`config.mk`:
```
export PLATFORM = sky130hd
export DESIGN_NAME = snake_game_sequencer_flat
export DESIGN_NICKNAME = d
export VERILOG_FILES = /design/src/rtl/snake_game_sequencer_pkg.sv /design/src/rtl/snake_game_sequencer_if.sv /design/src/rtl/snake_tick_gen.sv /design/src/rtl/snake_game_sequencer.sv /design/src/flat_wrapper.sv
export SDC_FILE = /design/constraint.sdc
export NUM_CORES = 1
export LEC_CHECK = 0
export CAP_MARGIN = 20
export CORE_MARGIN = 2
export CORE_UTILIZATION = 57
export DETAILED_ROUTE_END_ITERATION = 16
export GPL_ROUTABILITY_DRIVEN = 0
export PLACE_DENSITY = 0.75
export SKIP_CTS_REPAIR_TIMING = 1
export SLEW_MARGIN = 20
export SYNTH_ARGS = -nofsm -noshare
export SYNTH_HDL_FRONTEND = slang
export SYNTH_SLANG_ARGS = --single-unit
```
`constraint.sdc`:
```
create_clock -name CLK -period 4.9 [get_ports CLK]
set_clock_uncertainty 0.2 [all_clocks]
set_input_delay 0.98 -clock CLK [delete_from_list [all_inputs] [get_ports CLK]]
set_output_delay 0.98 -clock CLK [all_outputs]
set_load 0.005 [all_outputs]
```
`src/rtl/snake_game_sequencer_pkg.sv`:
```
// Shared encodings for the snake game sequencer: game phases and travel directions.
package snake_game_sequencer_pkg;

  typedef enum logic [1:0] {
    MS_IDLE = 2'd0,
    MS_PLAY = 2'd1,
    MS_WIN  = 2'd2,
    MS_LOSE = 2'd3
  } masterState_t;

  typedef enum logic [1:0] {
    DIR_RIGHT = 2'b00,
    DIR_DOWN  = 2'b01,
    DIR_UP    = 2'b10,
    DIR_LEFT  = 2'b11
  } navDir_t;

  // The encodings pair opposite directions as bitwise complements.
  function automatic logic isOpposite(input navDir_t a, input navDir_t b);
    return (a ^ b) == 2'b11;
  endfunction

endpackage

```
`src/rtl/snake_game_sequencer_if.sv`:
```
// Buttons and datapath status into the sequencer; game control and score out of it.
interface snake_game_sequencer_if;
  logic       BTN_START;
  logic       BTN_U;
  logic       BTN_D;
  logic       BTN_L;
  logic       BTN_R;
  logic       REACHED_TARGET;
  logic       SELF_HIT;
  logic [1:0] MASTER_STATE;
  logic [1:0] NAVIGATION_STATE;
  logic       GAME_TICK;
  logic [3:0] SCORE;
  logic       APPLE_EATEN;

  modport master (
    input  BTN_START, BTN_U, BTN_D, BTN_L, BTN_R, REACHED_TARGET, SELF_HIT,
    output MASTER_STATE, NAVIGATION_STATE, GAME_TICK, SCORE, APPLE_EATEN
  );

  modport slave (
    output BTN_START, BTN_U, BTN_D, BTN_L, BTN_R, REACHED_TARGET, SELF_HIT,
    input  MASTER_STATE, NAVIGATION_STATE, GAME_TICK, SCORE, APPLE_EATEN
  );
endinterface

```
`src/rtl/snake_tick_gen.sv`:
```
// Game tick divider: registered one-cycle pulse every TICK_DIV enabled cycles.
module snake_tick_gen #(
  parameter int unsigned TICK_DIV = 5000000
) (
  input  logic CLK,
  input  logic RESET,
  input  logic enable,
  input  logic clear,
  output logic GAME_TICK
);

  localparam int unsigned CW = (TICK_DIV > 2) ? $clog2(TICK_DIV) : 1;
  localparam logic [CW-1:0] LAST = CW'(TICK_DIV - 1);

  logic [CW-1:0] tickCnt;

  always_ff @(posedge CLK or posedge RESET) begin
    if (RESET) begin
      tickCnt   <= '0;
      GAME_TICK <= 1'b0;
    end else begin
      GAME_TICK <= 1'b0;
      if (clear) begin
        tickCnt <= '0;
      end else if (enable) begin
        if (tickCnt == LAST) begin
          tickCnt   <= '0;
          GAME_TICK <= 1'b1;
        end else begin
          tickCnt <= tickCnt + 1'b1;
        end
      end
    end
  end

endmodule

```
`src/rtl/snake_game_sequencer.sv`:
```
// Snake game control: phase FSM, buffered steering and apple scoring around a tick divider.
module snake_game_sequencer
  import snake_game_sequencer_pkg::*;
#(
  parameter int unsigned TICK_DIV  = 5000000,
  parameter int unsigned WIN_SCORE = 10
) (
  input  logic                  CLK,
  input  logic                  RESET,
  snake_game_sequencer_if.master bus
);

  localparam logic [3:0] WIN_LIMIT = 4'(WIN_SCORE);

  masterState_t state, nextState;
  navDir_t      navState, pendDir, pulseDir;
  logic         pulseValid, startGame, stayPlay, gameTick;
  logic         reachedPrev, targetRise, appleEaten;
  logic [3:0]   score;

  always_ff @(posedge CLK or posedge RESET) begin
    if (RESET) state <= MS_IDLE;
    else       state <= nextState;
  end

  always_comb begin
    nextState = state;
    case (state)
      MS_IDLE:         if (bus.BTN_START) nextState = MS_PLAY;
      MS_PLAY: begin
        if (bus.SELF_HIT)            nextState = MS_LOSE;
        else if (score == WIN_LIMIT) nextState = MS_WIN;
      end
      MS_WIN, MS_LOSE: if (bus.BTN_START) nextState = MS_IDLE;
      default:         nextState = MS_IDLE;
    endcase
  end

  assign startGame  = (state == MS_IDLE) && bus.BTN_START;
  // Counting stops on the cycle PLAY is left so no tick leaks into WIN/LOSE.
  assign stayPlay   = (state == MS_PLAY) && (nextState == MS_PLAY);
  assign targetRise = bus.REACHED_TARGET && !reachedPrev;

  snake_tick_gen #(.TICK_DIV(TICK_DIV)) tickGen (
    .CLK      (CLK),
    .RESET    (RESET),
    .enable   (stayPlay),
    .clear    (startGame),
    .GAME_TICK(gameTick)
  );

  always_comb begin
    pulseValid = 1'b1;
    pulseDir   = DIR_RIGHT;
    if (bus.BTN_U)      pulseDir = DIR_UP;
    else if (bus.BTN_D) pulseDir = DIR_DOWN;
    else if (bus.BTN_L) pulseDir = DIR_LEFT;
    else if (bus.BTN_R) pulseDir = DIR_RIGHT;
    else                pulseValid = 1'b0;
  end

  // The tick copies the old pending value, so a same-cycle pulse lands on the next tick.
  always_ff @(posedge CLK or posedge RESET) begin
    if (RESET) begin
      navState <= DIR_RIGHT;
      pendDir  <= DIR_RIGHT;
    end else if (startGame) begin
      navState <= DIR_RIGHT;
      pendDir  <= DIR_RIGHT;
    end else if (state == MS_PLAY) begin
      if (gameTick) navState <= pendDir;
      if (pulseValid && !isOpposite(pulseDir, navState)) pendDir <= pulseDir;
    end
  end

  always_ff @(posedge CLK or posedge RESET) begin
    if (RESET) begin
      reachedPrev <= 1'b0;
      score       <= '0;
      appleEaten  <= 1'b0;
    end else begin
      reachedPrev <= bus.REACHED_TARGET;
      appleEaten  <= 1'b0;
      if (startGame) begin
        score <= '0;
      end else if ((state == MS_PLAY) && targetRise && !bus.SELF_HIT &&
                   (score < WIN_LIMIT)) begin
        score      <= score + 4'd1;
        appleEaten <= 1'b1;
      end
    end
  end

  assign bus.MASTER_STATE     = state;
  assign bus.NAVIGATION_STATE = navState;
  assign bus.GAME_TICK        = gameTick;
  assign bus.SCORE            = score;
  assign bus.APPLE_EATEN      = appleEaten;

endmodule

```
`src/flat_wrapper.sv`:
```
// flat-port wrapper written by rule: the top's interface ports become plain ports
module snake_game_sequencer_flat import snake_game_sequencer_pkg::*;
#(
  parameter int unsigned TICK_DIV  = 5000000,
  parameter int unsigned WIN_SCORE = 10
)
  (CLK, RESET, bus_BTN_START, bus_BTN_U, bus_BTN_D, bus_BTN_L, bus_BTN_R, bus_REACHED_TARGET, bus_SELF_HIT, bus_MASTER_STATE, bus_NAVIGATION_STATE, bus_GAME_TICK, bus_SCORE, bus_APPLE_EATEN);
  snake_game_sequencer_if bus_i ();
  input  logic CLK;
  input  logic RESET;
  input wire logic [$bits(bus_i.BTN_START)-1:0] bus_BTN_START;
  input wire logic [$bits(bus_i.BTN_U)-1:0] bus_BTN_U;
  input wire logic [$bits(bus_i.BTN_D)-1:0] bus_BTN_D;
  input wire logic [$bits(bus_i.BTN_L)-1:0] bus_BTN_L;
  input wire logic [$bits(bus_i.BTN_R)-1:0] bus_BTN_R;
  input wire logic [$bits(bus_i.REACHED_TARGET)-1:0] bus_REACHED_TARGET;
  input wire logic [$bits(bus_i.SELF_HIT)-1:0] bus_SELF_HIT;
  output wire logic [$bits(bus_i.MASTER_STATE)-1:0] bus_MASTER_STATE;
  output wire logic [$bits(bus_i.NAVIGATION_STATE)-1:0] bus_NAVIGATION_STATE;
  output wire logic [$bits(bus_i.GAME_TICK)-1:0] bus_GAME_TICK;
  output wire logic [$bits(bus_i.SCORE)-1:0] bus_SCORE;
  output wire logic [$bits(bus_i.APPLE_EATEN)-1:0] bus_APPLE_EATEN;
  assign bus_i.BTN_START = bus_BTN_START;
  assign bus_i.BTN_U = bus_BTN_U;
  assign bus_i.BTN_D = bus_BTN_D;
  assign bus_i.BTN_L = bus_BTN_L;
  assign bus_i.BTN_R = bus_BTN_R;
  assign bus_i.REACHED_TARGET = bus_REACHED_TARGET;
  assign bus_i.SELF_HIT = bus_SELF_HIT;
  assign bus_MASTER_STATE = bus_i.MASTER_STATE;
  assign bus_NAVIGATION_STATE = bus_i.NAVIGATION_STATE;
  assign bus_GAME_TICK = bus_i.GAME_TICK;
  assign bus_SCORE = bus_i.SCORE;
  assign bus_APPLE_EATEN = bus_i.APPLE_EATEN;
  snake_game_sequencer #(.TICK_DIV(TICK_DIV), .WIN_SCORE(WIN_SCORE)) u_core (.CLK(CLK), .RESET(RESET), .bus(bus_i));
endmodule
```
# Word-level counts from Yosys, hierarchy flattened
# Cells that the tools add are included.
dict set report classes {
  addsub 2
  order_cmp 1
  n_eq_ne 7
  muxes 28
  bitwise 1
  reduce_logical 19
}
# op n
set ops {}
lappend ops {{23-bit two-way mux} 3}
lappend ops {{2-bit two-way mux} 13}
lappend ops {{23-bit by 1-bit adder with 23-bit output, second input constant} 1}
lappend ops {{23-bit == test, second input constant} 1}
lappend ops {{2-bit nonzero test} 5}
lappend ops {{1-bit two-way mux} 9}
lappend ops {{4-bit two-way mux} 2}
lappend ops {{1-bit logical AND} 7}
lappend ops {{2-bit == test, second input constant} 3}
lappend ops {{2-bit one-hot mux with 3 select lines} 1}
lappend ops {{4-bit by 1-bit adder with 4-bit output, second input constant} 1}
lappend ops {{2-bit by 1-bit == test with 1-bit output, second input constant} 2}
lappend ops {{4-bit == test, second input constant} 1}
lappend ops {{4-bit < comparator, second input constant} 1}
lappend ops {{2-bit AND reduction} 2}
lappend ops {{1-bit zero test} 3}
lappend ops {{2-bit zero test} 1}
lappend ops {{2-bit OR reduction} 1}
lappend ops {{2-bit XOR} 1}
dict set report totals {
  ff_bits 36
  input_bits 9
  output_inout_bits 10
  word_cells 66
}

# Logic depth before layout (Yosys ltp)
dict set report depth {
  depth_word 10
  mapped_depth 8
  ltp_nobuf 7
}

# Modules after synthesis
# From an unflattened synthesis, not the netlist that was laid out.
dict set report unflattened {
  cells_unflattened 221
  area_unflattened_um2 2059.5
}
# mod n_inst cells_each area_each_um2 seq_area_each_um2
set modules_own_cells {}
lappend modules_own_cells {snake_tick_gen 1 154 1407.6 600.6}
lappend modules_own_cells {snake_game_sequencer 1 67 651.9 300.3}

# Least setup slack after synthesis
# OpenSTA, ideal clock, no wires.
dict set report synth_path {
  path_kind {input to register}
  start {in bus_SELF_HIT}
  end {reg u_core.tickGen.tickCnt[6]}
  setup_ps 78
  arrival_ps 2312
  t_required_ps 4622
  slack_ps 2310
  stages 5
  path_buffers 0
  path_cell_list {nor3b_1 nand2b_1 or3_1 or3b_2 a21oi_1}
}
dict set report synth_between {
  elab_chain_len 5
}
# item line_no
set synth_rtl {}
lappend synth_rtl {{from (decl)} flat_wrapper.sv:17} ;# input wire logic [$bits(bus_i.SELF_HIT)-1:0] bus_SELF_HIT;
lappend synth_rtl {{2-bit two-way mux} snake_game_sequencer.sv:31} ;# if (bus.SELF_HIT) nextState = MS_LOSE;
lappend synth_rtl {{2-bit one-hot mux with 3 select lines} snake_game_sequencer.sv:28} ;# case (state)
lappend synth_rtl {{2-bit by 1-bit == test with 1-bit output} snake_game_sequencer.sv:41} ;# assign stayPlay = (state == MS_PLAY) && (nextState == MS_PLAY);
lappend synth_rtl {{1-bit logical AND} snake_game_sequencer.sv:41}
lappend synth_rtl {{2-bit nonzero test (no source line)} --}
lappend synth_rtl {{to (signal assigned)} snake_tick_gen.sv:30} ;# tickCnt <= tickCnt + 1'b1;
lappend synth_rtl {{to (decl)} snake_tick_gen.sv:15} ;# logic [CW-1:0] tickCnt;
# No other way between the ends.
# A chain may end at the register's enable or synchronous reset.

# Worst setup path after layout
# Same ends and word-level chain as after synthesis.

==> impl_metrics.toml <==
[logic_synthesis]
synth_area_leaders = "dfrtp_1 44%, a21oi_1 5.4%, o21ai_0 4.9%"
synth-main-ff-cell = "dfrtp_1"
yosys-top-cells-count = "36 x dfrtp_1, 22 x a21oi_1, 20 x o21ai_0, 17 x nand2_1, 16 x nor2_1"
yosysSeqAreaShare_pct = 44.0
synth_edf_count = 0
netlist.area_leader.share_pct = 44.0
syn_area_um2 = 2050
yosysMostFrequentCell = "dfrtp_1"
yosys.area.top_type = "dfrtp_1"
ys_warn_count = 0
syn-num-nets = 235
ys_ff_latch = 36
synthCells = 223
synth-async-reset-ratio_pct = 100
synth.avg_cell_area_um2 = 9.18
yosysUniqueCellTypes = 48

[placed_design]
dp_hpwl_mm = 3.19
io_buffers = 18
dp.cells = 283

[global_route]
grt_overflow = 0
grt_pass1_wl_mm = 8.38
grt_pass1_vias = 1815
grt_max_degree = 37
antenna_found_initial = 0
grt_use_total_pct = 26.2

[detailed_routing]
ant_nets = 0
first_pass_iters = 4
wl_per_cell_um = 16.2
via_per_inst = 6.38
drt-initial-drc-count = 179
totalWireLength_mm = 4.73
vias = 1857
drc = 0

[setup_path]
required_ns = 4.99
worstSetupPathType = "input pin to register"
arrival_ns = 3.03
path_max_fanout = 23
critPathCaptureType = "register"
worst_setup_path_start_kind = "input pin"

[run_status]
status = "finished, final reports clean"

[sta]
finalHoldViolations = 0
post-route-period-util_pct = 59.9
hold_slack_ns = 0.337
finalSetupViolations = 0
period_needed_ns = 2.94
drv_slew = 0
fmax_ghz = 0.341
worst_slew_pin_slew_ns = 0.650
tns_ns = 0
slew_headroom_pct = 56.3
rsz0062_at_grt = "false"

[clock_network]
clk_pin_slew_ns = 0.11
cts_tree = "yes"
clkLatencyLatePin_ns = 0.36
cts_buffers = 5
cts-htree-levels = 2
cts.path.max_buffers = 2
cts_sinks = 36
clockRootBuffer = "clkbuf_4"

[floorplanning]
start_util_pct = 60.4
dieArea_um2 = 4090
core_um2 = 3390
ios = 19
rows = 21
die_h_um = 63.9
die_x_um = 63.9

[pwr]
seq_power_share_pct = 50.2
combPwrFrac_pct = 16.3
power-per-cell-area_nw_per_um2 = 301
ir_drop_mv = 0.215
switching_share_pct = 27.9
power.net_switching_uw = 199
p_int_uw = 514
clock_power_share_pct = 33.4
power.leakage_nw = 0.947

[final_layout]
final_cells = 291
area_growth_syn_to_layout_pct = 15.8
nets = 256
finish.utilization_pct = 70.0
n_antenna_cell = 0
layout-drive-gt1-share_pct = 8.57

[hold_path]
hold_path.class = "register to register"

[job]
drv_cap = 0
-- final timing paths --
check                      cells after the start                          to  slack (ns)                  startpoint
max                                            7   u_core.tickGen.tickCnt[6]        1.96                bus_SELF_HIT
min                                            2           u_core.pendDir[0]        0.34           u_core.pendDir[0]
max reg2reg                                    5  u_core.tickGen.tickCnt[22]        2.14  u_core.tickGen.tickCnt[17]
min reg2reg                                    2           u_core.pendDir[0]        0.34           u_core.pendDir[0]
max in group asynchronous                      3           u_core.pendDir[0]        3.36                       RESET
min in group asynchronous                      3  u_core.tickGen.tickCnt[21]        0.81                       RESET
-- power by group through the flow --
| stage | registers [mW] | logic (mW) | clock network, mW |
|---|---|---|---|
| after global routing | 0.363 | 0.133 | 0.254 |
| final | 0.359 | 0.117 | 0.239 |
| after floorplan | 0.357 | 0.0677 | 0 |
| after global placement | 0.359 | 0.112 | 0 |
| after CTS | 0.357 | 0.118 | 0.242 |
| after detailed placement | 0.363 | 0.118 | 0 |
-- registers in the layout, summed over array words and instances, names as in the netlist --
register,count
u_core.bus.APPLE_EATEN,1
u_core.bus.SCORE,4
u_core.reachedPrev,1
u_core.bus.NAVIGATION_STATE,2
u_core.tickGen.GAME_TICK,1
u_core.pendDir,2
u_core.bus.MASTER_STATE,2
u_core.tickGen.tickCnt,23
-- cell families (layout without fill, tap and decap cells) --
logic type               count (synthesis)  in the layout  share of synthesized area, %
AND/OR/NAND/NOR                        101            101                          29.6
AO/OA/AOI/OAI                           58             58                          16.6
flip-flops                              36             36                          44.0
buffers and inverters                   15             37                          3.48
XOR/XNOR                                 7              7                          3.00
adder cells (fa/ha/maj)                  3              3                          1.83
multiplexers                             3              3                          1.47
-- worst max-delay path, cell delays in order --
cell and delay, ns:
clkdlybuf4s50_1 0.43, nor3b_1 0.31, nand2b_1 0.09, buf_4 0.21, or3_1 0.40, or3b_2 0.45, a21oi_1 0.16
-- stage by stage --
step	power, mW	setup WS, ns	cell area (um^2)
CTS	0.718	1.96	2360
global route	0.749	1.79	2370
finish	0.714	1.96	2370
floorplan	0.424	2.31	2050
detailed placement	0.481	1.58	2270
global placement	0.471	1.65	2270
-- final cells by class --
cell class,instances,area (um^2)
multi-input combinational,172,1080
fill,270,1020
sequential,36,901
timing repair buffer,22,210
clock buffer,7,65.1
tap,46,57.6
clock inverter,1,30.0
inverter,7,26.3
-- placed cells by master, fill, tap and decap left out, types with 3 or more instances in the layout --
master           instances
a21oi_1                 22
buf_4                    4
clkbuf_4                 5
clkdlybuf4s50_1         18
dfrtp_1                 36
ha_1                     3
inv_1                    7
mux2i_1                  3
nand2_1                 17
nand3_1                 14
nand4_1                 12
nor2_1                  16
nor3_1                   5
nor3b_1                  3
o21ai_0                 20
or3_1                    4
or4b_1                   4
xor2_1                   6
-- routing by layer --
| metal | up-vias | share of wire (%) | track usage (%) |
|---|---|---|---|
| li1 | 876 | - | - |
| met1 | 920 | 45 | 33.3 |
| met2 | 50 | 48 | 43.2 |
| met3 | 11 | 5.5 | 7.04 |
| met4 | 0 | 1.5 | 8.70 |
| met5 | - | 0 | 0 |
Note: power is estimated with default switching activity, not from simulation.
